<file path="src/rtl/tl_axi_master_if.sv">
// TLP header layouts and AXI4 channel interfaces shared by the completer bridge.
// In every channel interface the master modport drives valid/payload and the slave modport drives ready.
package PCIE_PKG;

    // Header DWs in wire order. Address bytes are held little-endian within each field.
    typedef struct packed {
        logic [2:0]  fmt;
        logic [4:0]  tlp_type;
        logic        tg_h;
        logic [2:0]  tc;
        logic        tg_m;
        logic        attr_h;
        logic        ln;
        logic        th;
        logic        td;
        logic        ep;
        logic [1:0]  attr_l;
        logic [1:0]  at;
        logic [1:0]  length_h;
        logic [7:0]  length_l;
        logic [15:0] requester_id;
        logic [7:0]  tag;
        logic [3:0]  last_be;
        logic [3:0]  first_be;
        logic [31:0] addr_h;
        logic [23:0] addr_m;
        logic [5:0]  addr_l;
        logic [1:0]  rsvd;
    } tlp_memory_req_hdr_t;

    typedef struct packed {
        logic [2:0]  fmt;
        logic [4:0]  tlp_type;
        logic        tg_h;
        logic [2:0]  tc;
        logic        tg_m;
        logic        attr_h;
        logic        ln;
        logic        th;
        logic        td;
        logic        ep;
        logic [1:0]  attr_l;
        logic [1:0]  at;
        logic [1:0]  length_h;
        logic [7:0]  length_l;
        logic [15:0] completer_id;
        logic [2:0]  status;
        logic        bcm;
        logic [11:0] byte_count;
        logic [15:0] requester_id;
        logic [7:0]  tag;
        logic        rsvd;
        logic [6:0]  lower_addr;
    } tlp_cpl_hdr_t;

endpackage

interface AXI4_A_IF #(parameter int ID_WIDTH = 4, parameter int ADDR_WIDTH = 64);
  logic                  avalid;
  logic                  aready;
  logic [ID_WIDTH-1:0]   aid;
  logic [ADDR_WIDTH-1:0] aaddr;
  logic [7:0]            alen;
  logic [2:0]            asize;
  logic [1:0]            aburst;
  logic [3:0]            acache;
  logic [2:0]            aprot;
  logic [3:0]            aqos;
  logic [3:0]            aregion;
  modport master (output avalid, aid, aaddr, alen, asize, aburst, acache, aprot, aqos, aregion,
                  input aready);
  modport slave  (input avalid, aid, aaddr, alen, asize, aburst, acache, aprot, aqos, aregion,
                  output aready);
endinterface

interface AXI4_W_IF #(parameter int DATA_WIDTH = 256);
  logic                    wvalid;
  logic                    wready;
  logic [DATA_WIDTH-1:0]   wdata;
  logic [DATA_WIDTH/8-1:0] wstrb;
  logic                    wlast;
  modport master (output wvalid, wdata, wstrb, wlast, input wready);
  modport slave  (input wvalid, wdata, wstrb, wlast, output wready);
endinterface

interface AXI4_R_IF #(parameter int ID_WIDTH = 4, parameter int DATA_WIDTH = 256);
  logic                  rvalid;
  logic                  rready;
  logic [ID_WIDTH-1:0]   rid;
  logic [DATA_WIDTH-1:0] rdata;
  logic [1:0]            rresp;
  logic                  rlast;
  modport master (output rvalid, rid, rdata, rresp, rlast, input rready);
  modport slave  (input rvalid, rid, rdata, rresp, rlast, output rready);
endinterface

interface AXI4_B_IF #(parameter int ID_WIDTH = 4);
  logic                bvalid;
  logic                bready;
  logic [ID_WIDTH-1:0] bid;
  logic [1:0]          bresp;
  modport master (output bvalid, bid, bresp, input bready);
  modport slave  (input bvalid, bid, bresp, output bready);
endinterface

</file>
<file path="src/rtl/tl_axi_master.sv">
// Completer-side bridge: serves Rx MemWr/MemRd TLPs one at a time over an AXI4 master
// and returns read data as 3DW CplD TLPs chunked at the max payload size.
module tl_axi_master
  import PCIE_PKG::*;
#(
  parameter int AXI_ID_WIDTH      = 4,
  parameter int AXI_ADDR_WIDTH    = 64,
  parameter int MAX_PAYLOAD_SIZE  = 128,
  parameter int MAX_READ_REQ_SIZE = 512
) (
  input  logic          clk,
  input  logic          rst_n,
  input  logic [15:0]   config_bdf_i,
  AXI4_A_IF.master      aw_if,
  AXI4_A_IF.master      ar_if,
  AXI4_W_IF.master      w_if,
  AXI4_R_IF.slave       r_if,
  AXI4_B_IF.slave       b_if,
  input  logic          p_hdr_empty_i,
  input  logic [127:0]  p_hdr_rdata_i,
  output logic          p_hdr_rden_o,
  input  logic          p_data_empty_i,
  input  logic [255:0]  p_data_rdata_i,
  output logic          p_data_rden_o,
  input  logic          np_hdr_empty_i,
  input  logic [127:0]  np_hdr_rdata_i,
  output logic          np_hdr_rden_o,
  input  logic          cpl_hdr_full_i,
  output logic [95:0]   cpl_hdr_wdata_o,
  output logic          cpl_hdr_wren_o,
  input  logic          cpl_data_full_i,
  output logic [255:0]  cpl_data_wdata_o,
  output logic          cpl_data_wren_o
);

  localparam int CHUNK_BEATS = MAX_PAYLOAD_SIZE / 32;
  localparam int CHUNK_W     = (CHUNK_BEATS > 1) ? $clog2(CHUNK_BEATS) : 1;
  localparam int RD_CNT_W    = $clog2(MAX_READ_REQ_SIZE / 32) + 1;

  typedef enum logic [2:0] {IDLE, WR_AW, WR_W, WR_B, RD_AR, RD_R} state_t;

  state_t               state_reg, state_next;
  logic [10:0]          len_reg;
  logic [7:0]           beats_reg;
  logic [9:0]           tag_reg;
  logic [15:0]          req_id_reg;
  logic [63:0]          addr_reg;
  logic [7:0]           wr_cnt_reg;
  logic [RD_CNT_W-1:0]  rd_cnt_reg;
  logic [CHUNK_W-1:0]   chunk_reg;
  logic [12:0]          sent_reg;

  tlp_memory_req_hdr_t  req_hdr;
  tlp_cpl_hdr_t         cpl_hdr;
  logic [9:0]           len_dw;
  logic [10:0]          len_full;
  logic [63:0]          req_addr;
  logic [7:0]           alen;
  logic [12:0]          remaining;
  logic [12:0]          chunk_bytes;
  logic                 aw_valid, ar_valid, w_valid, w_last, r_ready, b_ready;
  logic                 r_fire;
  logic                 unused_ok;

  function automatic logic [31:0] brev32(input logic [31:0] x);
    return {x[7:0], x[15:8], x[23:16], x[31:24]};
  endfunction

  function automatic logic [23:0] brev24(input logic [23:0] x);
    return {x[7:0], x[15:8], x[23:16]};
  endfunction

  // P has priority, so the header being decoded is the one IDLE will pop.
  assign req_hdr  = p_hdr_empty_i ? np_hdr_rdata_i : p_hdr_rdata_i;
  assign len_dw   = {req_hdr.length_h, req_hdr.length_l};
  assign len_full = (len_dw == 10'd0) ? 11'd1024 : {1'b0, len_dw};
  assign req_addr = {brev32(req_hdr.addr_h), brev24(req_hdr.addr_m), req_hdr.addr_l, 2'b00};
  assign alen     = beats_reg - 8'd1;

  assign aw_if.avalid  = aw_valid;
  assign aw_if.aid     = AXI_ID_WIDTH'(tag_reg[9:6]);
  assign aw_if.aaddr   = AXI_ADDR_WIDTH'(addr_reg);
  assign aw_if.alen    = alen;
  assign aw_if.asize   = 3'd5;
  assign aw_if.aburst  = 2'b01;
  assign aw_if.acache  = 4'd0;
  assign aw_if.aprot   = 3'd0;
  assign aw_if.aqos    = 4'd0;
  assign aw_if.aregion = 4'd0;

  assign ar_if.avalid  = ar_valid;
  assign ar_if.aid     = AXI_ID_WIDTH'(tag_reg[9:6]);
  assign ar_if.aaddr   = AXI_ADDR_WIDTH'(addr_reg);
  assign ar_if.alen    = alen;
  assign ar_if.asize   = 3'd5;
  assign ar_if.aburst  = 2'b01;
  assign ar_if.acache  = 4'd0;
  assign ar_if.aprot   = 3'd0;
  assign ar_if.aqos    = 4'd0;
  assign ar_if.aregion = 4'd0;

  assign w_if.wvalid = w_valid;
  assign w_if.wdata  = p_data_rdata_i;
  assign w_if.wstrb  = '1;
  assign w_if.wlast  = w_last;
  assign r_if.rready = r_ready;
  assign b_if.bready = b_ready;

  assign r_fire = r_ready & r_if.rvalid;

  always_comb begin
    state_next      = state_reg;
    p_hdr_rden_o    = 1'b0;
    np_hdr_rden_o   = 1'b0;
    p_data_rden_o   = 1'b0;
    cpl_hdr_wren_o  = 1'b0;
    cpl_data_wren_o = 1'b0;
    aw_valid        = 1'b0;
    ar_valid        = 1'b0;
    w_valid         = 1'b0;
    w_last          = 1'b0;
    r_ready         = 1'b0;
    b_ready         = 1'b0;
    case (state_reg)
      IDLE: begin
        // Pops are held off while reset is asserted so no header is lost.
        if (rst_n && !p_hdr_empty_i) begin
          p_hdr_rden_o = 1'b1;
          state_next   = WR_AW;
        end else if (rst_n && !np_hdr_empty_i) begin
          np_hdr_rden_o = 1'b1;
          state_next    = RD_AR;
        end
      end
      WR_AW: begin
        aw_valid = 1'b1;
        if (aw_if.aready) state_next = WR_W;
      end
      WR_W: begin
        w_valid       = !p_data_empty_i;
        w_last        = (wr_cnt_reg == alen);
        p_data_rden_o = w_valid & w_if.wready;
        if (p_data_rden_o && w_last) state_next = WR_B;
      end
      WR_B: begin
        b_ready = 1'b1;
        if (b_if.bvalid) state_next = IDLE;
      end
      RD_AR: begin
        ar_valid = 1'b1;
        if (ar_if.aready) state_next = RD_R;
      end
      RD_R: begin
        r_ready         = !cpl_data_full_i & ((chunk_reg != '0) | !cpl_hdr_full_i);
        cpl_data_wren_o = r_fire;
        cpl_hdr_wren_o  = r_fire & (chunk_reg == '0);
        if (r_fire && (r_if.rlast || (8'(rd_cnt_reg) + 8'd1 == beats_reg))) state_next = IDLE;
      end
      default: state_next = IDLE;
    endcase
  end

  assign remaining   = {len_reg, 2'b00} - sent_reg;
  assign chunk_bytes = (remaining > 13'(MAX_PAYLOAD_SIZE)) ? 13'(MAX_PAYLOAD_SIZE) : remaining;

  always_comb begin
    cpl_hdr              = '0;
    cpl_hdr.fmt          = 3'b010;
    cpl_hdr.tlp_type     = 5'b01010;
    cpl_hdr.tg_h         = tag_reg[9];
    cpl_hdr.tg_m         = tag_reg[8];
    {cpl_hdr.length_h, cpl_hdr.length_l} = chunk_bytes[11:2];
    cpl_hdr.completer_id = config_bdf_i;
    cpl_hdr.byte_count   = remaining[11:0];
    cpl_hdr.requester_id = req_id_reg;
    cpl_hdr.tag          = tag_reg[7:0];
    cpl_hdr.lower_addr   = addr_reg[6:0] + sent_reg[6:0];
  end

  assign cpl_hdr_wdata_o  = cpl_hdr;
  assign cpl_data_wdata_o = r_if.rdata;

  always_ff @(posedge clk) begin
    if (!rst_n) begin
      state_reg  <= IDLE;
      len_reg    <= '0;
      beats_reg  <= '0;
      tag_reg    <= '0;
      req_id_reg <= '0;
      addr_reg   <= '0;
      wr_cnt_reg <= '0;
      rd_cnt_reg <= '0;
      chunk_reg  <= '0;
      sent_reg   <= '0;
    end else begin
      state_reg <= state_next;
      if (p_hdr_rden_o || np_hdr_rden_o) begin
        len_reg    <= len_full;
        beats_reg  <= len_full[10:3];
        tag_reg    <= {req_hdr.tg_h, req_hdr.tg_m, req_hdr.tag};
        req_id_reg <= req_hdr.requester_id;
        addr_reg   <= req_addr;
      end
      if (state_reg == WR_AW) wr_cnt_reg <= '0;
      else if (p_data_rden_o) wr_cnt_reg <= wr_cnt_reg + 8'd1;
      if (state_reg == RD_AR) begin
        rd_cnt_reg <= '0;
        chunk_reg  <= '0;
        sent_reg   <= '0;
      end else if (r_fire) begin
        rd_cnt_reg <= rd_cnt_reg + RD_CNT_W'(1);
        chunk_reg  <= (chunk_reg == CHUNK_W'(CHUNK_BEATS - 1)) ? '0 : chunk_reg + CHUNK_W'(1);
        sent_reg   <= sent_reg + 13'd32;
      end
    end
  end

  assign unused_ok = ^{r_if.rid, r_if.rresp, b_if.bid, b_if.bresp, req_hdr.fmt, req_hdr.tlp_type,
                       req_hdr.tc, req_hdr.attr_h, req_hdr.ln, req_hdr.th, req_hdr.td, req_hdr.ep,
                       req_hdr.attr_l, req_hdr.at, req_hdr.last_be, req_hdr.first_be, req_hdr.rsvd,
                       chunk_bytes[12], chunk_bytes[1:0]};

endmodule
</file>
<file path="src/flat_wrapper.sv">
// flat-port wrapper written by rule: the top's interface ports become plain ports
module tl_axi_master_flat import PCIE_PKG::*;
#(
  parameter int AXI_ID_WIDTH      = 4,
  parameter int AXI_ADDR_WIDTH    = 64,
  parameter int MAX_PAYLOAD_SIZE  = 128,
  parameter int MAX_READ_REQ_SIZE = 512
)
  (clk, rst_n, config_bdf_i, p_hdr_empty_i, p_hdr_rdata_i, p_hdr_rden_o, p_data_empty_i, p_data_rdata_i, p_data_rden_o, np_hdr_empty_i, np_hdr_rdata_i, np_hdr_rden_o, cpl_hdr_full_i, cpl_hdr_wdata_o, cpl_hdr_wren_o, cpl_data_full_i, cpl_data_wdata_o, cpl_data_wren_o, aw_if_avalid, aw_if_aid, aw_if_aaddr, aw_if_alen, aw_if_asize, aw_if_aburst, aw_if_acache, aw_if_aprot, aw_if_aqos, aw_if_aregion, aw_if_aready, ar_if_avalid, ar_if_aid, ar_if_aaddr, ar_if_alen, ar_if_asize, ar_if_aburst, ar_if_acache, ar_if_aprot, ar_if_aqos, ar_if_aregion, ar_if_aready, w_if_wvalid, w_if_wdata, w_if_wstrb, w_if_wlast, w_if_wready, r_if_rvalid, r_if_rid, r_if_rdata, r_if_rresp, r_if_rlast, r_if_rready, b_if_bvalid, b_if_bid, b_if_bresp, b_if_bready);
  AXI4_A_IF aw_if_i ();
  AXI4_A_IF ar_if_i ();
  AXI4_W_IF w_if_i ();
  AXI4_R_IF r_if_i ();
  AXI4_B_IF b_if_i ();
  input  logic clk;
  input  logic rst_n;
  input  logic [15:0] config_bdf_i;
  input  logic p_hdr_empty_i;
  input  logic [127:0] p_hdr_rdata_i;
  output logic p_hdr_rden_o;
  input  logic p_data_empty_i;
  input  logic [255:0] p_data_rdata_i;
  output logic p_data_rden_o;
  input  logic np_hdr_empty_i;
  input  logic [127:0] np_hdr_rdata_i;
  output logic np_hdr_rden_o;
  input  logic cpl_hdr_full_i;
  output logic [95:0] cpl_hdr_wdata_o;
  output logic cpl_hdr_wren_o;
  input  logic cpl_data_full_i;
  output logic [255:0] cpl_data_wdata_o;
  output logic cpl_data_wren_o;
  output wire logic [$bits(aw_if_i.avalid)-1:0] aw_if_avalid;
  output wire logic [$bits(aw_if_i.aid)-1:0] aw_if_aid;
  output wire logic [$bits(aw_if_i.aaddr)-1:0] aw_if_aaddr;
  output wire logic [$bits(aw_if_i.alen)-1:0] aw_if_alen;
  output wire logic [$bits(aw_if_i.asize)-1:0] aw_if_asize;
  output wire logic [$bits(aw_if_i.aburst)-1:0] aw_if_aburst;
  output wire logic [$bits(aw_if_i.acache)-1:0] aw_if_acache;
  output wire logic [$bits(aw_if_i.aprot)-1:0] aw_if_aprot;
  output wire logic [$bits(aw_if_i.aqos)-1:0] aw_if_aqos;
  output wire logic [$bits(aw_if_i.aregion)-1:0] aw_if_aregion;
  input wire logic [$bits(aw_if_i.aready)-1:0] aw_if_aready;
  output wire logic [$bits(ar_if_i.avalid)-1:0] ar_if_avalid;
  output wire logic [$bits(ar_if_i.aid)-1:0] ar_if_aid;
  output wire logic [$bits(ar_if_i.aaddr)-1:0] ar_if_aaddr;
  output wire logic [$bits(ar_if_i.alen)-1:0] ar_if_alen;
  output wire logic [$bits(ar_if_i.asize)-1:0] ar_if_asize;
  output wire logic [$bits(ar_if_i.aburst)-1:0] ar_if_aburst;
  output wire logic [$bits(ar_if_i.acache)-1:0] ar_if_acache;
  output wire logic [$bits(ar_if_i.aprot)-1:0] ar_if_aprot;
  output wire logic [$bits(ar_if_i.aqos)-1:0] ar_if_aqos;
  output wire logic [$bits(ar_if_i.aregion)-1:0] ar_if_aregion;
  input wire logic [$bits(ar_if_i.aready)-1:0] ar_if_aready;
  output wire logic [$bits(w_if_i.wvalid)-1:0] w_if_wvalid;
  output wire logic [$bits(w_if_i.wdata)-1:0] w_if_wdata;
  output wire logic [$bits(w_if_i.wstrb)-1:0] w_if_wstrb;
  output wire logic [$bits(w_if_i.wlast)-1:0] w_if_wlast;
  input wire logic [$bits(w_if_i.wready)-1:0] w_if_wready;
  input wire logic [$bits(r_if_i.rvalid)-1:0] r_if_rvalid;
  input wire logic [$bits(r_if_i.rid)-1:0] r_if_rid;
  input wire logic [$bits(r_if_i.rdata)-1:0] r_if_rdata;
  input wire logic [$bits(r_if_i.rresp)-1:0] r_if_rresp;
  input wire logic [$bits(r_if_i.rlast)-1:0] r_if_rlast;
  output wire logic [$bits(r_if_i.rready)-1:0] r_if_rready;
  input wire logic [$bits(b_if_i.bvalid)-1:0] b_if_bvalid;
  input wire logic [$bits(b_if_i.bid)-1:0] b_if_bid;
  input wire logic [$bits(b_if_i.bresp)-1:0] b_if_bresp;
  output wire logic [$bits(b_if_i.bready)-1:0] b_if_bready;
  assign aw_if_avalid = aw_if_i.avalid;
  assign aw_if_aid = aw_if_i.aid;
  assign aw_if_aaddr = aw_if_i.aaddr;
  assign aw_if_alen = aw_if_i.alen;
  assign aw_if_asize = aw_if_i.asize;
  assign aw_if_aburst = aw_if_i.aburst;
  assign aw_if_acache = aw_if_i.acache;
  assign aw_if_aprot = aw_if_i.aprot;
  assign aw_if_aqos = aw_if_i.aqos;
  assign aw_if_aregion = aw_if_i.aregion;
  assign aw_if_i.aready = aw_if_aready;
  assign ar_if_avalid = ar_if_i.avalid;
  assign ar_if_aid = ar_if_i.aid;
  assign ar_if_aaddr = ar_if_i.aaddr;
  assign ar_if_alen = ar_if_i.alen;
  assign ar_if_asize = ar_if_i.asize;
  assign ar_if_aburst = ar_if_i.aburst;
  assign ar_if_acache = ar_if_i.acache;
  assign ar_if_aprot = ar_if_i.aprot;
  assign ar_if_aqos = ar_if_i.aqos;
  assign ar_if_aregion = ar_if_i.aregion;
  assign ar_if_i.aready = ar_if_aready;
  assign w_if_wvalid = w_if_i.wvalid;
  assign w_if_wdata = w_if_i.wdata;
  assign w_if_wstrb = w_if_i.wstrb;
  assign w_if_wlast = w_if_i.wlast;
  assign w_if_i.wready = w_if_wready;
  assign r_if_i.rvalid = r_if_rvalid;
  assign r_if_i.rid = r_if_rid;
  assign r_if_i.rdata = r_if_rdata;
  assign r_if_i.rresp = r_if_rresp;
  assign r_if_i.rlast = r_if_rlast;
  assign r_if_rready = r_if_i.rready;
  assign b_if_i.bvalid = b_if_bvalid;
  assign b_if_i.bid = b_if_bid;
  assign b_if_i.bresp = b_if_bresp;
  assign b_if_bready = b_if_i.bready;
  tl_axi_master #(.AXI_ID_WIDTH(AXI_ID_WIDTH), .AXI_ADDR_WIDTH(AXI_ADDR_WIDTH), .MAX_PAYLOAD_SIZE(MAX_PAYLOAD_SIZE), .MAX_READ_REQ_SIZE(MAX_READ_REQ_SIZE)) u_core (.clk(clk), .rst_n(rst_n), .config_bdf_i(config_bdf_i), .aw_if(aw_if_i), .ar_if(ar_if_i), .w_if(w_if_i), .r_if(r_if_i), .b_if(b_if_i), .p_hdr_empty_i(p_hdr_empty_i), .p_hdr_rdata_i(p_hdr_rdata_i), .p_hdr_rden_o(p_hdr_rden_o), .p_data_empty_i(p_data_empty_i), .p_data_rdata_i(p_data_rdata_i), .p_data_rden_o(p_data_rden_o), .np_hdr_empty_i(np_hdr_empty_i), .np_hdr_rdata_i(np_hdr_rdata_i), .np_hdr_rden_o(np_hdr_rden_o), .cpl_hdr_full_i(cpl_hdr_full_i), .cpl_hdr_wdata_o(cpl_hdr_wdata_o), .cpl_hdr_wren_o(cpl_hdr_wren_o), .cpl_data_full_i(cpl_data_full_i), .cpl_data_wdata_o(cpl_data_wdata_o), .cpl_data_wren_o(cpl_data_wren_o));
endmodule
</file>
<file path="config.mk">
export PLATFORM = sky130hd
export DESIGN_NAME = tl_axi_master_flat
export DESIGN_NICKNAME = d
export VERILOG_FILES = /design/src/rtl/tl_axi_master_if.sv /design/src/rtl/tl_axi_master.sv /design/src/flat_wrapper.sv
export SDC_FILE = /design/constraint.sdc
export NUM_CORES = 1
export LEC_CHECK = 0
export CAP_MARGIN = 0
export CORE_AREA = 2 2 649 651
export CTS_BUF_LIST = sky130_fd_sc_hd__clkbuf_8
export CTS_CLUSTER_SIZE = 14
export DETAILED_ROUTE_END_ITERATION = 10
export DIE_AREA = 0 0 651 653
export GPL_TIMING_DRIVEN = 0
export SYNTH_ARGS = -nofsm -noshare
export SYNTH_HDL_FRONTEND = slang
export SYNTH_SLANG_ARGS = --single-unit
</file>
<file path="constraint.sdc">
create_clock -name clk -period 4.2 [get_ports clk]
set_input_delay 1.26 -clock clk [delete_from_list [all_inputs] [get_ports clk]]
set_output_delay 1.26 -clock clk [all_outputs]
set_load 0.01 [all_outputs]
</file>
==> results.sh <==
export IMPL_run_status="finished with violations"
export IMPL_failed_checks="setup timing"
export IMPL_die_h_microns=653
export IMPL_core_rowCount=238
export IMPL_cts_made_buffers=25
export IMPL_slew_at_the_pin_with_the_worst_max_slew_slack_ps=1340
export IMPL_synth_compound_area_share_pct=10.2
export IMPL_async_reset_ff_share_pct=0
export IMPL_cts_num_sinks=125
export IMPL_post_synth_most_frequent_cells="buf_4 (718), dfxtp_1 (125), nand2_1 (107)"
export IMPL_setup_ws_ps=-159
export IMPL_final_util_pct=7.19
export IMPL_drt_pass1_iter_count=5
export IMPL_cp_data_required_time_ps=2940
export IMPL_yosys_area_share_simple_pct=8.30
export IMPL_synth_mux_area_share_pct=8.56
export IMPL_finalNetCount=3362
export IMPL_post_synth_top_area_cell="buf_4"
export IMPL_share_of_the_synthesized_area_in_the_top_cell_type_pct=44.3
export IMPL_drt_total_wl_mm=271
export IMPL_flow_area_growth_from_synthesis_pct=147
export IMPL_synth_enable_flop_cells=0
export IMPL_synth_ff_type="dfxtp_1"
export IMPL_via_count_of_the_first_global_routing_pass=13600
export IMPL_synth_adder_area_share_pct=1.61
export IMPL_finalSetupViolCount=6
export IMPL_layout_drive_gt1_share_pct=34.4
export IMPL_final_period_minus_worst_setup_slack_ps=4360
export IMPL_synthCells=1429
export IMPL_root_buffer="clkbuf_8"
export IMPL_yosysUniqueCellTypes=57
export IMPL_clockBufferDepth=3
export IMPL_gp_congestion=0.971
export IMPL_synth_seq_area_share_pct=20.6
export IMPL_tritoncts="built"
export IMPL_design_power_total_uw=10200
export IMPL_total_number_of_vias=14800
export IMPL_htreeDepth=4
export IMPL_yosysWarnings=0
export IMPL_clock_skew_final_ps=47.6
export IMPL_report_final_slew_viol_count=0
export IMPL_grt_pass1_wl_mm=298
export IMPL_grt_start_max_net_pins=20
export IMPL_placement_io_buffers=940
export IMPL_maximum_capacitance_violations=0
export IMPL_dp_cells=8003
export IMPL_drt_vias_per_instance=1.82
export IMPL_critical_path_class="reg2out"
export IMPL_synth_most_common_cell="buf_4"
export IMPL_power_density_cell_area_nw_per_um2=339
export IMPL_clk_pin_slew_worst_paths_ps=110
export IMPL_ant_nets=0
export IMPL_largest_register_ffs=62
export IMPL_fp_coreArea_sq_um=418000
export IMPL_die_footprint_sq_um=425000
export IMPL_holdCritPathClass="reg2reg"
export IMPL_tns_ps=-656
export IMPL_kind_of_start_point_of_the_critical_path="flop"
export IMPL_syn_cell_area_sq_um=12200
export IMPL_slew_headroom_pct=8.06
export IMPL_start_util_pct=2.91
export IMPL_dpl_cell_area_sq_um=29000
export IMPL_dieWidth_microns=651
export IMPL_final_hold_violation_count=0
export IMPL_timing_fmax_ghz=0.229
export IMPL_synth_area_per_cell_sq_um=8.51
export IMPL_grt_overflow_total=0
export IMPL_grt_usage_pct=12.2
export IMPL_rsz0062_at_grt="true"
export IMPL_number_of_antenna_violations_at_the_first_check_in_global_routing=328
export IMPL_endpoint_kind="primary output"
export IMPL_leakagePower_uw=0.0118
export IMPL_worst_endpoint_arrival_ps=3100
export IMPL_drt_iter0_drc=754
export IMPL_ys_seq_elements=125
export IMPL_insertion_delay_ps=650
export IMPL_crit_path_max_fanout=6
export IMPL_drc=0
export IMPL_io_pins=1652
export IMPL_post_dr_wirelength_cell_microns=33.4
export IMPL_synth_xor_area_share_pct=3.74
export IMPL_place_detailed_hpwl_mm=259
export IMPL_largest_family_of_logic_cells_by_synthesized_area="buffers and inverters"
export IMPL_cts_hold_repair_buffers=0
export IMPL_ir_worst_vdd_mv=0.221
export IMPL_number_of_standard_cells_in_the_layout_taps_in_and_fillers_out=8103
export IMPL_layout_worst_path_cycle_share_pct=104
export IMPL_synthTopCellsByArea="buf_4 (44%), dfxtp_1 (21%), mux2i_1 (8.6%)"
export IMPL_stdcell_area_sq_um=30100
placed cells by master, fill, tap and decap left out, drive strengths merged, types with 39 or more instances in the layout:
| cell | instances |
|---|---|
| conb | 109 |
| nor2 | 42 |
| clkbuf | 54 |
| diode | 39 |
| dfxtp | 125 |
| mux2i | 104 |
| nand2 | 107 |
| o211a | 101 |
| buf | 790 |
| clkdlybuf4s50 | 919 |
power breakdown:
part | internal [uW] | switching, uW
clock | 601 | 786
combinational | 3390 | 3440
sequential | 1490 | 493
through the flow:
step	setup slack, ps	hold WS, ps
finish	-159	495
global route	-329	511
CTS	-245	500
detailed placement	-1210	487
global placement	-1300	481
floorplan	386	458
final cells by class:
| type | count | area [sq um] |
|---|---|---|
| Antenna cell | 39 | 97.6 |
| Buffer | 769 | 5640 |
| Clock buffer | 28 | 385 |
| Clock inverter | 5 | 22.5 |
| Fill cell | 49000 | 388000 |
| Inverter | 21 | 82.6 |
| Multi-Input combinational cell | 619 | 4680 |
| Sequential cell | 125 | 2520 |
| Tap cell | 5520 | 6910 |
| Timing Repair Buffer | 977 | 9730 |
logic make-up (layout without fill, tap and decap cells):
| logic type | after synthesis | count (layout) |
|---|---|---|
| other | 2 | 148 |
| buffers and inverters | 792 | 1800 |
| AND/OR/NAND/NOR | 212 | 212 |
| flip-flops | 125 | 125 |
| AO/OA/AOI/OAI | 135 | 135 |
| adder cells (fa/ha/maj) | 15 | 15 |
| multiplexers | 104 | 104 |
| XOR/XNOR | 44 | 44 |
metal layers:
metal,global-route usage [%],share of wire (%),up-vias
li1,-,-,6154
met3,8.43,15,571
met1,12.0,34,6536
met2,21.0,48,1311
met4,2.24,2.6,196
met5,0,0.50,-
final timing paths:
| path | end | startpoint | cells after the start | slack [ps] |
|---|---|---|---|---|
| worst min-delay path | u_core.tag_reg[2]$_SDFFE_PN0P_ | u_core.tag_reg[2]$_SDFFE_PN0P_ | 1 | 500 |
| worst max register to register | u_core.tag_reg[4]$_SDFFE_PN0P_ | u_core.state_reg[1]$_SDFFE_PN0P_ | 7 | 1000 |
| worst min register to register | u_core.tag_reg[2]$_SDFFE_PN0P_ | u_core.tag_reg[2]$_SDFFE_PN0P_ | 1 | 500 |
| worst max-delay path | cpl_hdr_wdata_o[65] | u_core.beats_reg[0]$_SDFFE_PN0P_ | 11 | -160 |
worst max-delay path, cell delays in order (launching register included):
cell and delay [ps]:
dfxtp_4 390, clkinvlp_4 110, ha_4 180, fa_2 350
nor2b_2 130, o21ai_2 70, a21oi_2 180, nor2_2 70
a211o_4 350, buf_4 170, nor4b_4 250, buf_2 180
timing repair:
| item | CTS | global route |
|---|---|---|
| buffers inserted | 26 | 7 |
| setup endpoints to repair | 34 | 12 |
| hold endpoints to repair | 0 | 0 |
| resized for setup | 115 | 18 |
| pin swaps | 11 | 7 |
No activity file was read; power rests on OpenSTA's default activity.
